===== src/rtl/neopix_pkg.sv =====
// Shared constants and types for the SPI-to-WS2812 bridge.
//   T_BIT / T1H / T0H : WS2812 bit period and high times, in CLOCK_50 cycles
//   T_LATCH           : low time that latches the strip after a frame
//   tx_state_e        : transmitter state encoding
//   spi_pins_t        : raw SPI pin bundle, packed as {ssel, mosi, sck}
package neopix_pkg;

    localparam int T_BIT   = 63;
    localparam int T1H     = 40;
    localparam int T0H     = 20;
    localparam int T_LATCH = 3000;
    localparam int CYC_W   = $clog2(T_LATCH);

    typedef enum logic [1:0] {
        IDLE     = 2'd0,
        SEND_BIT = 2'd1,
        LATCH    = 2'd2
    } tx_state_e;

    typedef struct packed {
        logic ssel;
        logic mosi;
        logic sck;
    } spi_pins_t;

    localparam spi_pins_t PINS_IDLE = '{ssel: 1'b1, mosi: 1'b0, sck: 1'b0};

endpackage


===== src/rtl/spi_rx_slave.sv =====
// Write-only SPI mode-0 slave, oversampled in the system clock domain.
//   clk, rst_n   : system clock, async active-low reset
//   pins         : raw {ssel, mosi, sck} from the pads
//   byte_valid   : one-cycle strobe, byte_data holds a completed byte (MSB first)
//   frame_start  : SSEL falling edge (synchronized)
//   frame_end    : SSEL rising edge (synchronized)
module spi_rx_slave
    import neopix_pkg::*;
(
    input  logic       clk,
    input  logic       rst_n,
    input  spi_pins_t  pins,
    output logic       byte_valid,
    output logic [7:0] byte_data,
    output logic       frame_start,
    output logic       frame_end
);

    spi_pins_t  s1, s2;
    logic       ssel_d, sck_d;
    logic [2:0] bit_cnt;
    logic [6:0] shift;
    logic       sck_rise;

    // Two-flop synchronizer plus one extra sample of SSEL/SCK for edge detection.
    // Reset to the idle pin levels so release from reset never looks like an edge.
    always_ff @(posedge clk or negedge rst_n) begin
        if (!rst_n) begin
            s1     <= PINS_IDLE;
            s2     <= PINS_IDLE;
            ssel_d <= 1'b1;
            sck_d  <= 1'b0;
        end else begin
            s1     <= pins;
            s2     <= s1;
            ssel_d <= s2.ssel;
            sck_d  <= s2.sck;
        end
    end

    assign frame_start = ssel_d & ~s2.ssel;
    assign frame_end   = ~ssel_d & s2.ssel;

    // SSEL must be low on both samples; an SCK edge landing with SSEL release is dropped.
    assign sck_rise = ~sck_d & s2.sck & ~s2.ssel & ~ssel_d;

    always_ff @(posedge clk or negedge rst_n) begin
        if (!rst_n) begin
            bit_cnt <= '0;
            shift   <= '0;
        end else if (frame_start) begin
            bit_cnt <= '0;
        end else if (sck_rise) begin
            bit_cnt <= bit_cnt + 3'd1;
            shift   <= {shift[5:0], s2.mosi};
        end
    end

    // Strobe is combinational so it can never share a cycle with frame_end.
    assign byte_valid = sck_rise & (bit_cnt == 3'd7);
    assign byte_data  = {shift, s2.mosi};

endmodule


===== src/rtl/de0_spi_to_neopix.sv =====
// DE0-Nano top: SPI slave frame in, WS2812 waveform out.
//   CLOCK_50   : 50 MHz system clock
//   KEY[0]     : async active-low reset; KEY[1] unused
//   GPIO_2_IN  : {SSEL, MOSI, SCK}
//   GPIO_2[0]  : WS2812 data; GPIO_2[1] : busy (only with BUSY_OUT_EN); rest 0
// Optional feature macro: BUSY_OUT_EN drives the registered busy flag onto GPIO_2[1].
module de0_spi_to_neopix
    import neopix_pkg::*;
#(
    parameter int NUM_PIXELS = 8
)(
    input  logic        CLOCK_50,
    input  logic [1:0]  KEY,
    input  logic [2:0]  GPIO_2_IN,
    output logic [12:0] GPIO_2
);

    localparam int NUM_BYTES = 3 * NUM_PIXELS;
    localparam int BYTE_W    = $clog2(NUM_BYTES);   // 3N is never a power of two, so 3N fits
    localparam int BIT_W     = BYTE_W + 3;

    logic clk, rst_n, unused_key;
    assign clk        = CLOCK_50;
    assign rst_n      = KEY[0];
    assign unused_key = KEY[1];

    logic       byte_valid, frame_start, frame_end;
    logic [7:0] byte_data;

    spi_rx_slave u_rx (
        .clk         (clk),
        .rst_n       (rst_n),
        .pins        (spi_pins_t'(GPIO_2_IN)),
        .byte_valid  (byte_valid),
        .byte_data   (byte_data),
        .frame_start (frame_start),
        .frame_end   (frame_end)
    );

    // ---------------- receive side ----------------
    logic [7:0]        buffer [NUM_BYTES];
    logic [BYTE_W-1:0] byte_count, npix;
    logic              rx_active, busy, tx_go, buf_wr;

    assign buf_wr = byte_valid & rx_active & (byte_count < BYTE_W'(NUM_BYTES));
    assign tx_go  = frame_end & rx_active & (byte_count >= BYTE_W'(3));

    always_ff @(posedge clk) begin
        if (buf_wr)
            buffer[byte_count] <= byte_data;
    end

    // A frame is only captured if it opens while the transmitter is idle;
    // otherwise rx_active stays low and the whole frame is ignored.
    always_ff @(posedge clk or negedge rst_n) begin
        if (!rst_n) begin
            rx_active  <= 1'b0;
            byte_count <= '0;
            npix       <= '0;
        end else begin
            if (frame_start) begin
                rx_active <= ~busy;
                if (!busy)
                    byte_count <= '0;
            end else if (frame_end) begin
                rx_active <= 1'b0;
            end
            if (buf_wr)
                byte_count <= byte_count + 1'b1;
            if (tx_go)
                npix <= BYTE_W'(int'(byte_count) / 3);
        end
    end

    // ---------------- WS2812 transmitter ----------------
    tx_state_e        state, state_nx;
    logic [CYC_W-1:0] cyc_cnt, thr;
    logic [BIT_W-1:0] bit_idx, last_idx;
    logic             bit_end, last_bit, latch_end, cur_bit, data_d, data_q;

    assign last_idx  = BIT_W'(int'(npix) * 24 - 1);
    assign bit_end   = (cyc_cnt == CYC_W'(T_BIT - 1));
    assign last_bit  = (bit_idx == last_idx);
    assign latch_end = (cyc_cnt == CYC_W'(T_LATCH - 1));
    // Bytes go out in received order, MSB first: bit index 7-k within byte.
    assign cur_bit   = buffer[bit_idx[BIT_W-1:3]][~bit_idx[2:0]];
    assign thr       = cur_bit ? CYC_W'(T1H) : CYC_W'(T0H);

    always_ff @(posedge clk or negedge rst_n) begin
        if (!rst_n) begin
            state   <= IDLE;
            cyc_cnt <= '0;
            bit_idx <= '0;
        end else begin
            state <= state_nx;
            case (state)
                SEND_BIT: begin
                    if (bit_end) begin
                        cyc_cnt <= '0;
                        bit_idx <= bit_idx + 1'b1;
                    end else begin
                        cyc_cnt <= cyc_cnt + 1'b1;
                    end
                end
                LATCH:   cyc_cnt <= cyc_cnt + 1'b1;
                default: begin
                    cyc_cnt <= '0;
                    bit_idx <= '0;
                end
            endcase
        end
    end

    always_comb begin
        state_nx = state;
        case (state)
            IDLE:     if (tx_go)               state_nx = SEND_BIT;
            SEND_BIT: if (bit_end && last_bit) state_nx = LATCH;
            LATCH:    if (latch_end)           state_nx = IDLE;
            default:                           state_nx = IDLE;
        endcase
    end

    always_comb begin
        data_d = 1'b0;
        busy   = 1'b0;
        case (state)
            SEND_BIT: begin
                busy   = 1'b1;
                data_d = (cyc_cnt < thr);
            end
            LATCH:   busy = 1'b1;
            default: ;
        endcase
    end

    // Registered pin driver; async reset forces the line low immediately.
    always_ff @(posedge clk or negedge rst_n) begin
        if (!rst_n) data_q <= 1'b0;
        else        data_q <= data_d;
    end

    logic busy_pin;
`ifdef BUSY_OUT_EN
    logic busy_q;
    always_ff @(posedge clk or negedge rst_n) begin
        if (!rst_n) busy_q <= 1'b0;
        else        busy_q <= busy;
    end
    assign busy_pin = busy_q;
`else
    assign busy_pin = 1'b0;
`endif

    assign GPIO_2 = {11'd0, busy_pin, data_q};

endmodule


===== config.mk =====
export PLATFORM = sky130hd
export DESIGN_NAME = de0_spi_to_neopix
export DESIGN_NICKNAME = d
export VERILOG_FILES = /design/src/rtl/neopix_pkg.sv /design/src/rtl/spi_rx_slave.sv /design/src/rtl/de0_spi_to_neopix.sv
export SDC_FILE = /design/constraint.sdc
export NUM_CORES = 1
export LEC_CHECK = 0
export CAP_MARGIN = 0
export CELL_PAD_IN_SITES_DETAIL_PLACEMENT = 2
export CELL_PAD_IN_SITES_GLOBAL_PLACEMENT = 2
export CORE_ASPECT_RATIO = 1.1
export CORE_MARGIN = 4
export CORE_UTILIZATION = 51
export CTS_CLUSTER_DIAMETER = 50
export CTS_CLUSTER_SIZE = 16
export DETAILED_ROUTE_END_ITERATION = 6
export GPL_TIMING_DRIVEN = 0
export PLACE_DENSITY = 0.93
export SYNTH_ARGS = -nofsm -noshare
export SYNTH_HDL_FRONTEND = slang
export SYNTH_SLANG_ARGS = --single-unit
export TNS_END_PERCENT = 50

===== constraint.sdc =====
create_clock -name CLOCK_50 -period 5.18 [get_ports CLOCK_50]
set_input_delay 0.777 -clock CLOCK_50 [delete_from_list [all_inputs] [get_ports CLOCK_50]]
set_output_delay 0.777 -clock CLOCK_50 [all_outputs]
set_load 0.005 [all_outputs]

==> results.json, run 1 <==
{
  "timing.critical_path.buf_inv": 4,
  "timing.critical_path.from_type": "register",
  "dr_total_vias": 6323,
  "slew_headroom": 0.250,
  "asyncSetResetFlopFracSynth": 0.210,
  "cts_buffers": 28,
  "totalNegativeSetupSlack_ns": 0,
  "worst_path_largest_cell_delay_ns": 0.57,
  "clock_latency_on_the_worst_skew_pair_ns": 0.55,
  "timing.fmax_mhz": 260,
  "hold_viol_final": 0,
  "drv_slew": 0,
  "syn_inst": 647,
  "cts.repair_timing.setup_buffer_count": 0,
  "synth-edff-count": 192,
  "netlist.area_leader.share": 0.552,
  "holdWs_ns": 0.109,
  "chipHeight_um": 158,
  "ys.flop_type": "sky130_fd_sc_hd__edfxtp_1",
  "die_x_um": 144,
  "wp_data_arrival_ns": 4.28,
  "drcViolationCount": 0,
  "irDropWorstVdd_v": 0.000340,
  "end_kind": "register",
  "drtIter0Drc": 826,
  "critical_path.slowest_cell": "sky130_fd_sc_hd__a211oi_1",
  "wl_um": 34300,
  "drive_above_1_share": 0.212,
  "clock_sinks": 243,
  "place_congestion": 0.842,
  "die-area_um2": 22800,
  "cts.hold.buffers_added": 0,
  "worst-path-stages": 12,
  "antenna_found_initial": 1,
  "timing.final.setup_violations": 0,
  "rsz0062_at_grt": "false",
  "r2r-end": "data_q$_DFF_PN0_",
  "power_switching_share": 0.245,
  "critical_path.cell_chain": "buf_2 > buf_2 > buf_2 > mux2i_1 > o211ai_1 > a211oi_1 > a211oi_1 > inv_1 > ha_1 > o21ai_1 > a21oi_1 > nor4bb_1",
  "area_growth_pct": 13.4,
  "synth.distinct_cells": 54,
  "grt_start_max_net_pins": 42,
  "max_capacitance_violation_count": 0,
  "placement_rows": 54,
  "cts_tree": "done",
  "post_cts_resized": 0,
  "fillCellCount": 1708,
  "critical_path_required_ns": 5.61,
  "number_of_nets_in_the_layout": 724,
  "run_status": "finished clean",
  "finalInstanceArea_um2": 11800,
  "dpl_cell_area_um2": 10900,
  "start_util": 0.522,
  "power_density_over_the_cells_nw_per_um2": 376,
  "number_of_nets_with_antenna_violations_after_routing": 0,
  "critical_path.most_common_cell": "sky130_fd_sc_hd__buf_2",
  "worstSetupEndpoint": "data_q$_DFF_PN0_",
  "grt_pass1_vias": 7107,
  "first_pass_iters": 5,
  "crit_fanout": 10,
  "global_route.overflow_total": 0,
  "period_needed_ns": 3.85,
  "seq_power_share": 0.519,
  "power.static_leakage_nw": 4.12,
  "worstMarginPinSlew_ns": 1.12,
  "grt_use_total": 0.316,
  "cts.path.max_buffers": 3,
  "ff2ff_setup_slack_ns": 1.33,
  "pwr-share-clk": 0.471,
  "cts_max_level": 1,
  "rr_startpoint": "bit_idx[5]$_DFFE_PN0P_",
  "critical-path-top-delay-family": "buffers and inverters",
  "yosys-top-cells-area": "sky130_fd_sc_hd__edfxtp_1 (55%), sky130_fd_sc_hd__dfrtp_1 (12%), sky130_fd_sc_hd__mux4_2 (9.9%)",
  "hpwlAfterDp_um": 20600,
  "critical_path_class": "reg -> reg",
  "hp_class": "in -> async",
  "viasPerCell": 6.53,
  "fin_worst_skew_ns": 0.0156,
  "synth_area_um2": 10400,
  "clockRootBuffer": "sky130_fd_sc_hd__clkbuf_16",
  "port-buffer-count": 5,
  "grt_first_pass_wirelength_um": 51300,
  "post_drt_wl_per_cell_um": 35.5,
  "boundaryPins": 19,
  "antenna_cells_inserted": 0,
  "fin_crit_share": 0.742,
  "power.combinational.fraction": 0.010,
  "synth_area_leader_cell": "sky130_fd_sc_hd__edfxtp_1",
  "net-switching-power_w": 0.00109,
  "flops_latches_synth": 243,
  "cts.reportedPaths.clkPinSlew_ns": 0.07,
  "design.core.area_um2": 20000,
  "yosysSeqAreaShare": 0.675,
  "setup.worst_path.start": "bit_idx[5]$_DFFE_PN0P_",
  "cellInternalPower_w": 0.00336,
  "rr_worst_depth": 12,
  "ys.warnings.count": 0,
  "synth.avg_cell_area_um2": 16.1
}
[through the flow]
| step | std cells | power, W | util | setup WS, ns |
|---|---|---|---|---|
| finish | 968 | 0.00445 | 0.592 | 1.33 |
| CTS | 968 | 0.00445 | 0.592 | 1.38 |
| detailed placement | 916 | 0.00239 | 0.543 | 1.44 |
| global placement | 915 | 0.00236 | 0.542 | 1.75 |
| global route | 968 | 0.00456 | 0.592 | 1.25 |
| floorplan | 658 | 0.00231 | - | 2.62 |
[final cells by class]
cell class                 instances  area [um2]  area share
clock inverter                    20         226      0.0191
buffer                            43         273      0.0230
tap                              252         315      0.0266
sequential                       243        7050       0.595
inverter                          16        60.1     0.00507
clock buffer                      32         747      0.0631
multi-input combinational        356        3100       0.262
timing repair buffer               6        65.1     0.00550
[cell usage after synthesis (4+ instances only)]
cell / n
sky130_fd_sc_hd__nand3b_1: 5
sky130_fd_sc_hd__mux2i_1: 21
sky130_fd_sc_hd__or3_1: 5
sky130_fd_sc_hd__mux4_2: 46
sky130_fd_sc_hd__a211oi_1: 4
sky130_fd_sc_hd__buf_4: 16
sky130_fd_sc_hd__o22ai_1: 5
sky130_fd_sc_hd__o221ai_1: 5
sky130_fd_sc_hd__clkbuf_1: 11
sky130_fd_sc_hd__ha_1: 23
sky130_fd_sc_hd__buf_6: 5
sky130_fd_sc_hd__nand2b_1: 8
sky130_fd_sc_hd__buf_2: 11
sky130_fd_sc_hd__a21oi_1: 10
sky130_fd_sc_hd__nor2b_1: 6
sky130_fd_sc_hd__xnor2_1: 14
sky130_fd_sc_hd__edfxtp_1: 192
sky130_fd_sc_hd__nand3_1: 17
sky130_fd_sc_hd__o21ai_1: 4
sky130_fd_sc_hd__nand2_1: 31
sky130_fd_sc_hd__mux2_2: 10
sky130_fd_sc_hd__dfrtp_1: 48
sky130_fd_sc_hd__o211ai_1: 4
sky130_fd_sc_hd__nor2_1: 60
sky130_fd_sc_hd__o21ai_0: 18
sky130_fd_sc_hd__xor2_1: 9
sky130_fd_sc_hd__inv_1: 16
[power by group through the flow]
stage | Combinational, W | Clock, W | Sequential [W]
after detailed placement | 0.0000439 | 0 | 0.00235
after floorplan | 0.0000253 | 0 | 0.00228
final | 0.0000461 | 0.00209 | 0.00231
after global routing | 0.0000510 | 0.00219 | 0.00232
after CTS | 0.0000458 | 0.00210 | 0.00231
after global placement | 0.0000377 | 0 | 0.00232
[worst reg2reg max path, cell delays in order, from the launching register on]
cell	delay (ns)
sky130_fd_sc_hd__dfrtp_1	0.37
sky130_fd_sc_hd__buf_2	0.32
sky130_fd_sc_hd__buf_2	0.40
sky130_fd_sc_hd__buf_2	0.48
sky130_fd_sc_hd__mux2i_1	0.20
sky130_fd_sc_hd__o211ai_1	0.33
sky130_fd_sc_hd__a211oi_1	0.14
sky130_fd_sc_hd__a211oi_1	0.57
sky130_fd_sc_hd__inv_1	0.16
sky130_fd_sc_hd__ha_1	0.30
sky130_fd_sc_hd__o21ai_1	0.09
sky130_fd_sc_hd__a21oi_1	0.08
sky130_fd_sc_hd__nor4bb_1	0.29
[worst min path at each step]
stage | start | endpoint | slack (ns) | cells after the start
6_report | KEY[0] | cyc_cnt[6]$_DFF_PN0_ | 0.11 | 1
5_1_grt | KEY[0] | cyc_cnt[6]$_DFF_PN0_ | 0.12 | 1
4_1_cts | KEY[0] | cyc_cnt[6]$_DFF_PN0_ | 0.10 | 1
3_5_place_dp | u_rx.s1[1]$_DFF_PN0_ | u_rx.byte_data[0]$_DFF_PN0_ | 0.34 | 0
3_3_place_gp | u_rx.s1[0]$_DFF_PN0_ | u_rx.s2[0]$_DFF_PN0_ | 0.33 | 0
2_1_floorplan | u_rx.s1[1]$_DFF_PN0_ | u_rx.byte_data[0]$_DFF_PN0_ | 0.33 | 0
[cell usage in the layout (no fill, tap or decap), types with 8 or more instances in the layout]
master                      count
sky130_fd_sc_hd__edfxtp_1     192
sky130_fd_sc_hd__ha_1          23
sky130_fd_sc_hd__buf_4         16
sky130_fd_sc_hd__o21ai_0       18
sky130_fd_sc_hd__a21oi_1       10
sky130_fd_sc_hd__nor2_1        60
sky130_fd_sc_hd__clkbuf_1      13
sky130_fd_sc_hd__nand3_1       17
sky130_fd_sc_hd__xnor2_1       14
sky130_fd_sc_hd__nand2_1       31
sky130_fd_sc_hd__mux2i_1       21
sky130_fd_sc_hd__nand2b_1       8
sky130_fd_sc_hd__inv_1         16
sky130_fd_sc_hd__mux2_2        10
sky130_fd_sc_hd__dfrtp_1       48
sky130_fd_sc_hd__mux4_2        46
sky130_fd_sc_hd__buf_2         12
sky130_fd_sc_hd__clkbuf_16     29
sky130_fd_sc_hd__xor2_1         9
sky130_fd_sc_hd__conb_1        12
[per-layer routing]
layer | track usage | vias to the layer above | wire length (um)
met3 | 0.0625 | 99 | 2240
met4 | 0.128 | 2 | 1590
met1 | 0.399 | 3351 | 13000
met2 | 0.537 | 330 | 17500
li1 | - | 2541 | -
met5 | 0 | - | 7
[registers in the layout, summed over array words and instances, names as in the netlist]
register and count:
npix 4, u_rx.s1 3, byte_count 5, u_rx.ssel_d 1, state 2, u_rx.sck_d 1
u_rx.shift 7, bit_idx 8, rx_active 1, cyc_cnt 12, data_q 1, u_rx.s2 2
buffer 192, u_rx.bit_cnt 3, u_rx.byte_data 1
[cells by family (layout without fill, tap and decap cells)]
| kind of cell | count (synthesis) | after routing | synth area share |
|---|---|---|---|
| adders and majority gates | 24 | 24 | 0.0295 |
| AOI/OAI and AO/OA | 63 | 63 | 0.0388 |
| buffers and inverters | 59 | 117 | 0.0319 |
| DFF | 243 | 243 | 0.675 |
| other | 1 | 12 | 0.000359 |
| muxes | 79 | 79 | 0.132 |
| xor gates and xnor gates | 23 | 23 | 0.0193 |
| and+or+nand+nor | 155 | 155 | 0.0730 |
Power figures use the tool's default switching activity.
==> run 2, diff against run 1 <==
- CORE_UTILIZATION: 51 -> 47
- PLACE_DENSITY: 0.93 -> 0.87
- clock period: 5.18 -> 3.7 ns (I/O delays scaled with it)
==> run 2 against run 1 <==
  * Critical path depth down 7
  * Fmax rose by 6.2%
  * Sequential power is 39% higher
  * First-iteration DRC count decreased by 31%
  * Sequential share of layout area is 0.42 points lower
  * Total power is 40% higher
  * Utilization fell by 3.9 points
  * Clock power up 41%
==> results.json, run 2 (synthesis gave the netlist of run 1 again) <==
{
  "run_status": "finished clean",
  "antenna_cells_inserted": 0,
  "fin_worst_skew_ns": 0.0276,
  "chipHeight_um": 164,
  "drv_slew": 0,
  "cts.path.max_buffers": 3,
  "holdWs_ns": 0.352,
  "totalNegativeSetupSlack_ns": 0,
  "rsz0062_at_grt": "true",
  "design.core.area_um2": 21600,
  "grt_use_total": 0.263,
  "dr_total_vias": 6147,
  "cts_tree": "done",
  "hp_class": "reg -> reg",
  "period_needed_ns": 3.62,
  "regMostFlops": "buffer",
  "viasPerCell": 6.10,
  "clockRootBuffer": "sky130_fd_sc_hd__clkbuf_16",
  "hold_viol_final": 0,
  "cts.repair_timing.setup_buffer_count": 0,
  "timing.final.setup_violations": 0,
  "cts.reportedPaths.clkPinSlew_ns": 0.06,
  "global_route.overflow_total": 0,
  "power.static_leakage_nw": 4.14,
  "irDropWorstVdd_v": 0.000454,
  "number_of_nets_in_the_layout": 725,
  "design_power_total_w": 0.00623,
  "first_pass_iters": 5,
  "timing.fmax_mhz": 276,
  "antenna_found_initial": 0,
  "critical_path_required_ns": 3.86,
  "place_congestion": 0.819,
  "most_common_cell_after_layout_fill_and_taps_aside": "sky130_fd_sc_hd__edfxtp_1",
  "fin_crit_share": 0.978,
  "max_ffs_per_register": 192,
  "cts_max_level": 1,
  "placed_cells_incl_taps": 954,
  "registers_with_the_most_flip_flops": "buffer (192), cyc_cnt (12), bit_idx (8)",
  "port-buffer-count": 5,
  "timing.critical_path.from_type": "register",
  "boundaryPins": 19,
  "grt_first_pass_wirelength_um": 47000,
  "post_drt_wl_per_cell_um": 30.7,
  "end_kind": "register",
  "drtIter0Drc": 568,
  "grt_pass1_vias": 6863,
  "crit_fanout": 8,
  "start_util": 0.484,
  "drcViolationCount": 0,
  "layout_common_cells": "sky130_fd_sc_hd__edfxtp_1 (192), sky130_fd_sc_hd__nor2_1 (58), sky130_fd_sc_hd__dfrtp_1 (48), sky130_fd_sc_hd__mux4_2 (46), sky130_fd_sc_hd__nand2_1 (31)",
  "slew_headroom": 0.272,
  "max_capacitance_violation_count": 0,
  "worstMarginPinSlew_ns": 1.09,
  "power_density_over_the_cells_nw_per_um2": 523,
  "placement_rows": 56,
  "die-area_um2": 24700,
  "number_of_nets_with_antenna_violations_after_routing": 0,
  "final-instance-count-excl-fill": 1007,
  "dpl_cell_area_um2": 10900,
  "die_x_um": 150,
  "critical_path_class": "reg -> reg",
  "cts_buffers": 28,
  "finalInstanceArea_um2": 11900,
  "grt_start_max_net_pins": 38,
  "clock_sinks": 243,
  "area_growth_pct": 14.2,
  "wp_data_arrival_ns": 3.78,
  "clock_latency_on_the_worst_skew_pair_ns": 0.55,
  "wl_um": 31000,
  "drive_above_1_share": 0.219,
  "hpwlAfterDp_um": 19900
}
==> run 2: area by class of cell <==
| type | instances | area [um2] |
|---|---|---|
| multi-input cells | 356 | 3110 |
| fillers | 1949 | 9660 |
| well taps | 290 | 363 |
| inverters | 16 | 60.1 |
| flip-flops and latches | 243 | 7050 |
| repair buffers | 7 | 75.1 |
| plain buffers | 43 | 274 |
| clock buffers | 31 | 743 |
| clock inverters | 21 | 245 |
==> run 2: metal layers <==
| metal | global-route usage | vias to the layer above | wire [um] |
|---|---|---|---|
| met4 | 0.114 | 0 | 1320 |
| met2 | 0.450 | 276 | 15800 |
| met5 | 0 | - | 0 |
| met1 | 0.336 | 3238 | 11800 |
| met3 | 0.0373 | 81 | 2040 |
| li1 | - | 2552 | - |
==> run 2: repair_timing <==
action / CTS / global route
gates resized for setup: 0 / 5
hold endpoints to repair: 14 / 0
setup endpoints to repair: 0 / 30
hold buffers: 1 / 0
==> run 2: metrics by stage <==
stage	worst slack (ns)	util
global route	-0.0533	0.552
detailed placement	0.0699	0.506
CTS	0.0321	0.552
finish	0.0804	0.552
floorplan	1.14	-
global placement	0.268	0.505
==> run 2: worst paths after layout <==
check,startpoint,endpoint,slack [ns],cells past startpoint
worst max-delay path,u_rx.sck_d$_DFF_PN0_,buffer[21][2]$_DFFE_PP_,0.08,5
worst min register to register,u_rx.s1[0]$_DFF_PN0_,u_rx.s2[0]$_DFF_PN0_,0.35,0
worst max register to register,u_rx.sck_d$_DFF_PN0_,buffer[21][2]$_DFFE_PP_,0.08,5
worst min-delay path,u_rx.s1[0]$_DFF_PN0_,u_rx.s2[0]$_DFF_PN0_,0.35,0
min in group asynchronous,KEY[0],bit_idx[6]$_DFFE_PN0P_,0.45,2
max in group asynchronous,KEY[0],u_rx.ssel_d$_DFF_PN1_,2.64,3
==> run 2: worst max-delay path: stages, from the launching register on <==
cell and delay [ns]:
sky130_fd_sc_hd__dfrtp_1 0.37, sky130_fd_sc_hd__nor4b_2 0.69, sky130_fd_sc_hd__nand3_1 0.32, sky130_fd_sc_hd__a21oi_1 0.53, sky130_fd_sc_hd__nand2_1 0.38, sky130_fd_sc_hd__nor2_1 0.93
==> run 2: report_power, final <==
group | leakage [nW] | internal, W | total, W | switching, W
Clock | 0.482 | 0.00166 | 0.00295 | 0.00129
Sequential | 2.47 | 0.00307 | 0.00322 | 0.000152
Combinational | 1.19 | 0.0000314 | 0.0000600 | 0.0000286
Total | 4.14 | 0.00476 | 0.00623 | 0.00147
==> patch 1, RTL diff (settings of run 2) <==
Put a register stage on the output `GPIO_2`, cleared by the reset. The value now appears one clock later. Comments in the files are not updated.
--- a/src/rtl/de0_spi_to_neopix.sv
+++ b/src/rtl/de0_spi_to_neopix.sv
@@ -154,3 +154,9 @@
 
-    assign GPIO_2 = {11'd0, busy_pin, data_q};
+    always_ff @(posedge clk or negedge rst_n) begin
+        if (!rst_n) begin
+            GPIO_2 <= '0;
+        end else begin
+            GPIO_2 <= {11'd0, busy_pin, data_q};
+        end
+    end
 
Check against the original RTL: same outputs for any inputs over 10 cycles, from zero or initial values; that may be too few to reach the edited logic, so the function may still have changed.
==> patch 1 against run 2 <==
- total power shrank 0.78%
- final area grew 1.5%
- synthesized area grew 1.7%
- wire length grew 4.2%
- core utilization shrank 0.71 points
- sequential cell count grew 1
- sequential share of layout area shrank 0.64 points
- worst setup slack gained 0.063 ns
- critical path type unchanged
- critical endpoint is now npix[0]$_DFFE_PN0P_
- largest cell class unchanged
==> patch 1: results (changes against run 2) <==
<table>
<tr><th>Metric</th><th>Value</th></tr>
<tr><th colspan="2">Outcome</th></tr>
<tr><td>Result of the run</td><td>completed (unchanged)</td></tr>
<tr><th colspan="2">Placement</th></tr>
<tr><td>Placed Instance Area</td><td>11,100 um^2 (was 10,900 um^2)</td></tr>
<tr><td>Final HPWL from detailed placement</td><td>20,300 um (was 19,900 um)</td></tr>
<tr><th colspan="2">Synth</th></tr>
<tr><td>Post-synthesis xor/xnor area fraction</td><td>1.90% (was 1.93%)</td></tr>
<tr><td>Register area share after synthesis</td><td>66.6% (was 67.5%)</td></tr>
<tr><td>Fraction of registers with async set or reset after synthesis</td><td>21.3% (was 21.0%)</td></tr>
<tr><td>Most instantiated cells after synthesis</td><td>192 x sky130_fd_sc_hd__edfxtp_1, 61 x sky130_fd_sc_hd__nor2_1, 49 x sky130_fd_sc_hd__dfrtp_1 (was 192 x sky130_fd_sc_hd__edfxtp_1, 60 x sky130_fd_sc_hd__nor2_1, 48 x sky130_fd_sc_hd__dfrtp_1)</td></tr>
<tr><th colspan="2">GRT</th></tr>
<tr><td>Number of global-route vias before repair</td><td>7,039 (was 6,863)</td></tr>
<tr><td>First-pass GRT wire length</td><td>48,200 um (was 47,000 um)</td></tr>
<tr><td>Overall fraction of global-route tracks in use</td><td>26.3% (about the same)</td></tr>
<tr><td>Largest net degree at the start of global routing</td><td>41 (was 38)</td></tr>
<tr><th colspan="2">Timing</th></tr>
<tr><td>Worst slack on hold paths</td><td>0.359 ns (was 0.352 ns)</td></tr>
<tr><td>Final setup margin</td><td>0.143 ns (was 0.0804 ns)</td></tr>
<tr><td>Max Clock Skew</td><td>0.0147 ns (was 0.0276 ns)</td></tr>
<tr><th colspan="2">Drt</th></tr>
<tr><td>Number of violations reported at the end of detailed-routing iteration 0</td><td>595 (was 568)</td></tr>
<tr><th colspan="2">Critical path</th></tr>
<tr><td>Maximum fanout along the worst path</td><td>10 (was 8)</td></tr>
<tr><td>Worst r2r path cells</td><td>15 (was 5)</td></tr>
<tr><td>Data arrival, critical path</td><td>3.98 ns (was 3.78 ns)</td></tr>
<tr><td>Critical path startpoint</td><td>byte_count[3]$_DFFE_PN0P_ (was u_rx.sck_d$_DFF_PN0_)</td></tr>
<tr><th colspan="2">Finish</th></tr>
<tr><td>Layout cell share with drive strength beyond 1</td><td>21.1% (was 21.9%)</td></tr>
<tr><td>Fill cell count</td><td>1,960 (was 1,949)</td></tr>
<tr><td>Final net count</td><td>743 (was 725)</td></tr>
<tr><th colspan="2">Power and ir drop</th></tr>
<tr><td>Leakage power total</td><td>4.23 nW (was 4.14 nW)</td></tr>
<tr><th colspan="2">Hold path</th></tr>
<tr><td>Startpoint of the tightest hold check path</td><td>data_q$_DFF_PN0_ (was u_rx.s1[0]$_DFF_PN0_)</td></tr>
<tr><th colspan="2">Clock network</th></tr>
<tr><td>Register clock-pin slew on the reported worst setup and hold paths</td><td>0.08 ns (was 0.06 ns)</td></tr>
</table>
-- patch 1: cell types whose count changed after synthesis, moves of 7 or more --
| cell | delta |
|---|---|
| sky130_fd_sc_hd__mux2_2 | +7 |
| sky130_fd_sc_hd__clkbuf_1 | +7 |
| sky130_fd_sc_hd__nand2_1 | +11 |
| sky130_fd_sc_hd__a21oi_1 | +8 |
-- patch 1: worst max-delay path: stages (launching register included) --
cell and delay (ns):
sky130_fd_sc_hd__dfrtp_1 0.41, sky130_fd_sc_hd__clkbuf_4 0.23, sky130_fd_sc_hd__clkbuf_1 0.12, sky130_fd_sc_hd__ha_1 0.29, sky130_fd_sc_hd__nor2b_1 0.18, sky130_fd_sc_hd__clkbuf_2 0.24
sky130_fd_sc_hd__mux2i_1 0.23, sky130_fd_sc_hd__a21oi_1 0.14, sky130_fd_sc_hd__inv_1 0.15, sky130_fd_sc_hd__ha_2 0.28, sky130_fd_sc_hd__inv_1 0.17, sky130_fd_sc_hd__a31o_2 0.28
sky130_fd_sc_hd__a21oi_1 0.19, sky130_fd_sc_hd__a32oi_1 0.16, sky130_fd_sc_hd__nor4_2 0.25, sky130_fd_sc_hd__a21oi_1 0.10
-- patch 1: timing repair --
action                                  4_1_cts  5_1_grt
hold buffers                                  1        0
hold endpoints to repair                     12        0
resized for setup                             5       11
endpoints found under the setup margin      147        5
pin swaps                                     0        1
-- patch 1: cell families after synthesis --
| group | after synthesis |
|---|---|
| xor gates and xnor gates | 23 |
| adders and majority gates | 24 |
| other | 1 |
| AOI/OAI and AO/OA | 68 |
| muxes | 82 |
| buffers and inverters | 62 |
| DFF | 244 |
| and+or+nand+nor | 161 |
-- patch 1: through the flow --
stage          instances  TNS (ns)
3_5_place_dp         977    -23.88
3_3_place_gp         976         0
2_1_floorplan        676         0
5_1_grt             1030   -0.0137
4_1_cts             1030         0
6_report            1030         0
-- patch 1: area by class of cell --
class                   instances  share of cell area [%]
flip-flops and latches        244                    58.5
clock inverters                19                    1.82
plain buffers                  46                    2.33
inverters                      16                   0.497
well taps                     295                    3.05
multi-input cells             370                    27.1
clock buffers                  33                    6.13
repair buffers                  7                   0.621
-- patch 1: power groups by stage --
stage	Sequential [mW]	Combinational [mW]	Clock, mW
2_1_floorplan	3.21	0.0352	0
3_3_place_gp	3.26	0.0541	0
3_5_place_dp	3.29	0.0614	0
4_1_cts	3.23	0.0632	2.90
5_1_grt	3.25	0.0696	3.04
6_report	3.23	0.0630	2.89
-- patch 1: layer usage --
layer | up-vias | GRT usage, % | part of all wire, %
met5 | - | 0 | 0
met4 | 0 | 8.64 | 3.2
met3 | 69 | 3.91 | 6.2
met2 | 284 | 45.4 | 52
met1 | 3403 | 34.1 | 38
li1 | 2620 | - | -
==> patch 2, RTL diff (config.mk and constraints of run 2) <==
Made on the original files. Set the parameter `NUM_PIXELS` to 16 (it was 8).
--- a/src/rtl/de0_spi_to_neopix.sv
+++ b/src/rtl/de0_spi_to_neopix.sv
@@ -9,3 +9,3 @@
 #(
-    parameter int NUM_PIXELS = 8
+    parameter int NUM_PIXELS = 16
 )(
Behaviour: no difference found for any inputs over 10 cycles, from zero or initial values; that may be too few to reach the edited logic, so the function may still have changed.
==> patch 2 against run 2 <==
- highest routed layer unchanged
- largest cell class unchanged
- sequential cell count up 195
- wire length up 120%
- non-clock buffer count up 41
- the flow now finishes with violations (setup timing)
- final cell count up 68%
- final area up 78%
- hold slack better by 0.0079 ns
- worst setup slack worse by 0.30 ns
- total power up 72%
- synthesized area up 75%
- die area up 71%
- global-route usage up 3.6 points
==> patch 2: results (changes against run 2) <==
<table>
<tr><th>Metric</th><th>Value</th></tr>
<tr><th colspan="2">Outcome</th></tr>
<tr><td>Result of the run</td><td>finished with violations (was completed)</td></tr>
<tr><td>Violated checks</td><td>setup timing</td></tr>
<tr><th colspan="2">Placement</th></tr>
<tr><td>Worst Setup Slack post-DPL</td><td>-0.787 ns (was 0.0699 ns)</td></tr>
<tr><td>Final HPWL from detailed placement</td><td>38,900 um (was 19,900 um)</td></tr>
<tr><td>Weighted congestion at the end of routability-driven global placement</td><td>0.969 (was 0.819)</td></tr>
<tr><th colspan="2">Synth</th></tr>
<tr><td>Portion of netlist area occupied by mux cells</td><td>13.2% (about the same)</td></tr>
<tr><td>Synthesized-area fraction occupied by ao, oa, aoi and oai cells</td><td>4.55% (was 3.88%)</td></tr>
<tr><td>Number of synthesized flops with an enable pin</td><td>384 (was 192)</td></tr>
<tr><td>Post-synthesis xor/xnor area fraction</td><td>1.25% (was 1.93%)</td></tr>
<tr><td>Register area share after synthesis</td><td>70.5% (was 67.5%)</td></tr>
<tr><th colspan="2">Drt</th></tr>
<tr><td>Detail-routed via count per cell</td><td>6.81 (was 6.10)</td></tr>
<tr><td>Routed WL per cell</td><td>40.8 um (was 30.7 um)</td></tr>
<tr><th colspan="2">Critical path</th></tr>
<tr><td>Worst r2r path cells</td><td>16 (was 5)</td></tr>
<tr><td>Capture point of the critical path</td><td>data_q$_DFF_PN0_ (was buffer[21][2]$_DFFE_PP_)</td></tr>
<tr><td>Slack of the worst reg-to-reg path</td><td>-0.22 ns (was 0.08 ns)</td></tr>
<tr><th colspan="2">Power and ir drop</th></tr>
<tr><td>Leakage power total</td><td>6.98 nW (was 4.14 nW)</td></tr>
<tr><th colspan="2">Hold path</th></tr>
<tr><td>Startpoint of the tightest hold check path</td><td>u_rx.s1[2]$_DFF_PN1_ (was u_rx.s1[0]$_DFF_PN0_)</td></tr>
<tr><th colspan="2">GRT</th></tr>
<tr><td>Number of global-route vias before repair</td><td>12,031 (was 6,863)</td></tr>
<tr><th colspan="2">Timing</th></tr>
<tr><td># setup viols final</td><td>1 (was 0)</td></tr>
<tr><td>Final setup margin</td><td>-0.222 ns (was 0.0804 ns)</td></tr>
</table>
## patch 2: changes by cell type after synthesis, moves of 6 or more
cell / run 2 / this run
sky130_fd_sc_hd__nor2_1: 60 / 93
sky130_fd_sc_hd__a221oi_1: 0 / 6
sky130_fd_sc_hd__edfxtp_1: 192 / 384
sky130_fd_sc_hd__clkbuf_1: 11 / 27
sky130_fd_sc_hd__a31oi_1: 1 / 7
sky130_fd_sc_hd__mux4_2: 46 / 83
sky130_fd_sc_hd__nand2_1: 31 / 71
sky130_fd_sc_hd__o21ai_0: 18 / 12
sky130_fd_sc_hd__nor3_1: 1 / 10
sky130_fd_sc_hd__a22oi_1: 3 / 12
sky130_fd_sc_hd__nand3_1: 17 / 35
sky130_fd_sc_hd__mux2_2: 10 / 27
## patch 2: critical path, stage by stage (launching register included)
cell and delay (ns):
sky130_fd_sc_hd__dfrtp_2 0.43, sky130_fd_sc_hd__buf_12 0.19, sky130_fd_sc_hd__buf_16 0.15, sky130_fd_sc_hd__mux4_2 0.55, sky130_fd_sc_hd__mux2i_4 0.24, sky130_fd_sc_hd__a21oi_1 0.14
sky130_fd_sc_hd__o211ai_1 0.30, sky130_fd_sc_hd__buf_4 0.21, sky130_fd_sc_hd__a41oi_2 0.15, sky130_fd_sc_hd__o2111a_2 0.38, sky130_fd_sc_hd__inv_2 0.12, sky130_fd_sc_hd__ha_4 0.21
sky130_fd_sc_hd__a211oi_2 0.25, sky130_fd_sc_hd__nand2_2 0.12, sky130_fd_sc_hd__a31oi_1 0.19, sky130_fd_sc_hd__nor2_1 0.08, sky130_fd_sc_hd__o41ai_2 0.06
## patch 2: kinds of logic after synthesis
group	after synthesis
AOI/OAI and AO/OA	114
muxes	134
adders and majority gates	24
DFF	438
other	1
and+or+nand+nor	255
xor gates and xnor gates	26
buffers and inverters	87
## patch 2: routing by layer
metal	track usage, %	routed length (um)	up-vias
li1	-	-	4364
met1	38.9	25500	6052
met3	5.78	5820	226
met4	13.8	4070	0
met5	0	0	-
met2	49.0	33400	846
## patch 2: area by class of cell
cell class	count	area (um^2)
tap	500	626
clock buffer	46	1090
timing repair buffer	27	302
sequential	438	12900
buffer	64	568
multi-input combinational	565	5280
fill	3287	17100
inverter	21	82.6
clock inverter	27	317
## patch 2: power by group through the flow
stage	combinational, mW	clock (mW)	sequential (mW)
detailed placement	0.0606	0	6.01
global route	0.0748	4.92	5.93
global placement	0.0548	0	5.96
CTS	0.0625	4.60	5.91
finish	0.0671	4.71	5.92
floorplan	0.0355	0	5.83
## patch 2: repair_timing
item,4_1_cts,5_1_grt
resized for setup,78,49
hold endpoints to repair,20,0
buffers inserted,4,14
setup endpoints to repair,83,2
cloned,0,2
hold buffers,1,0
pin swaps,5,12
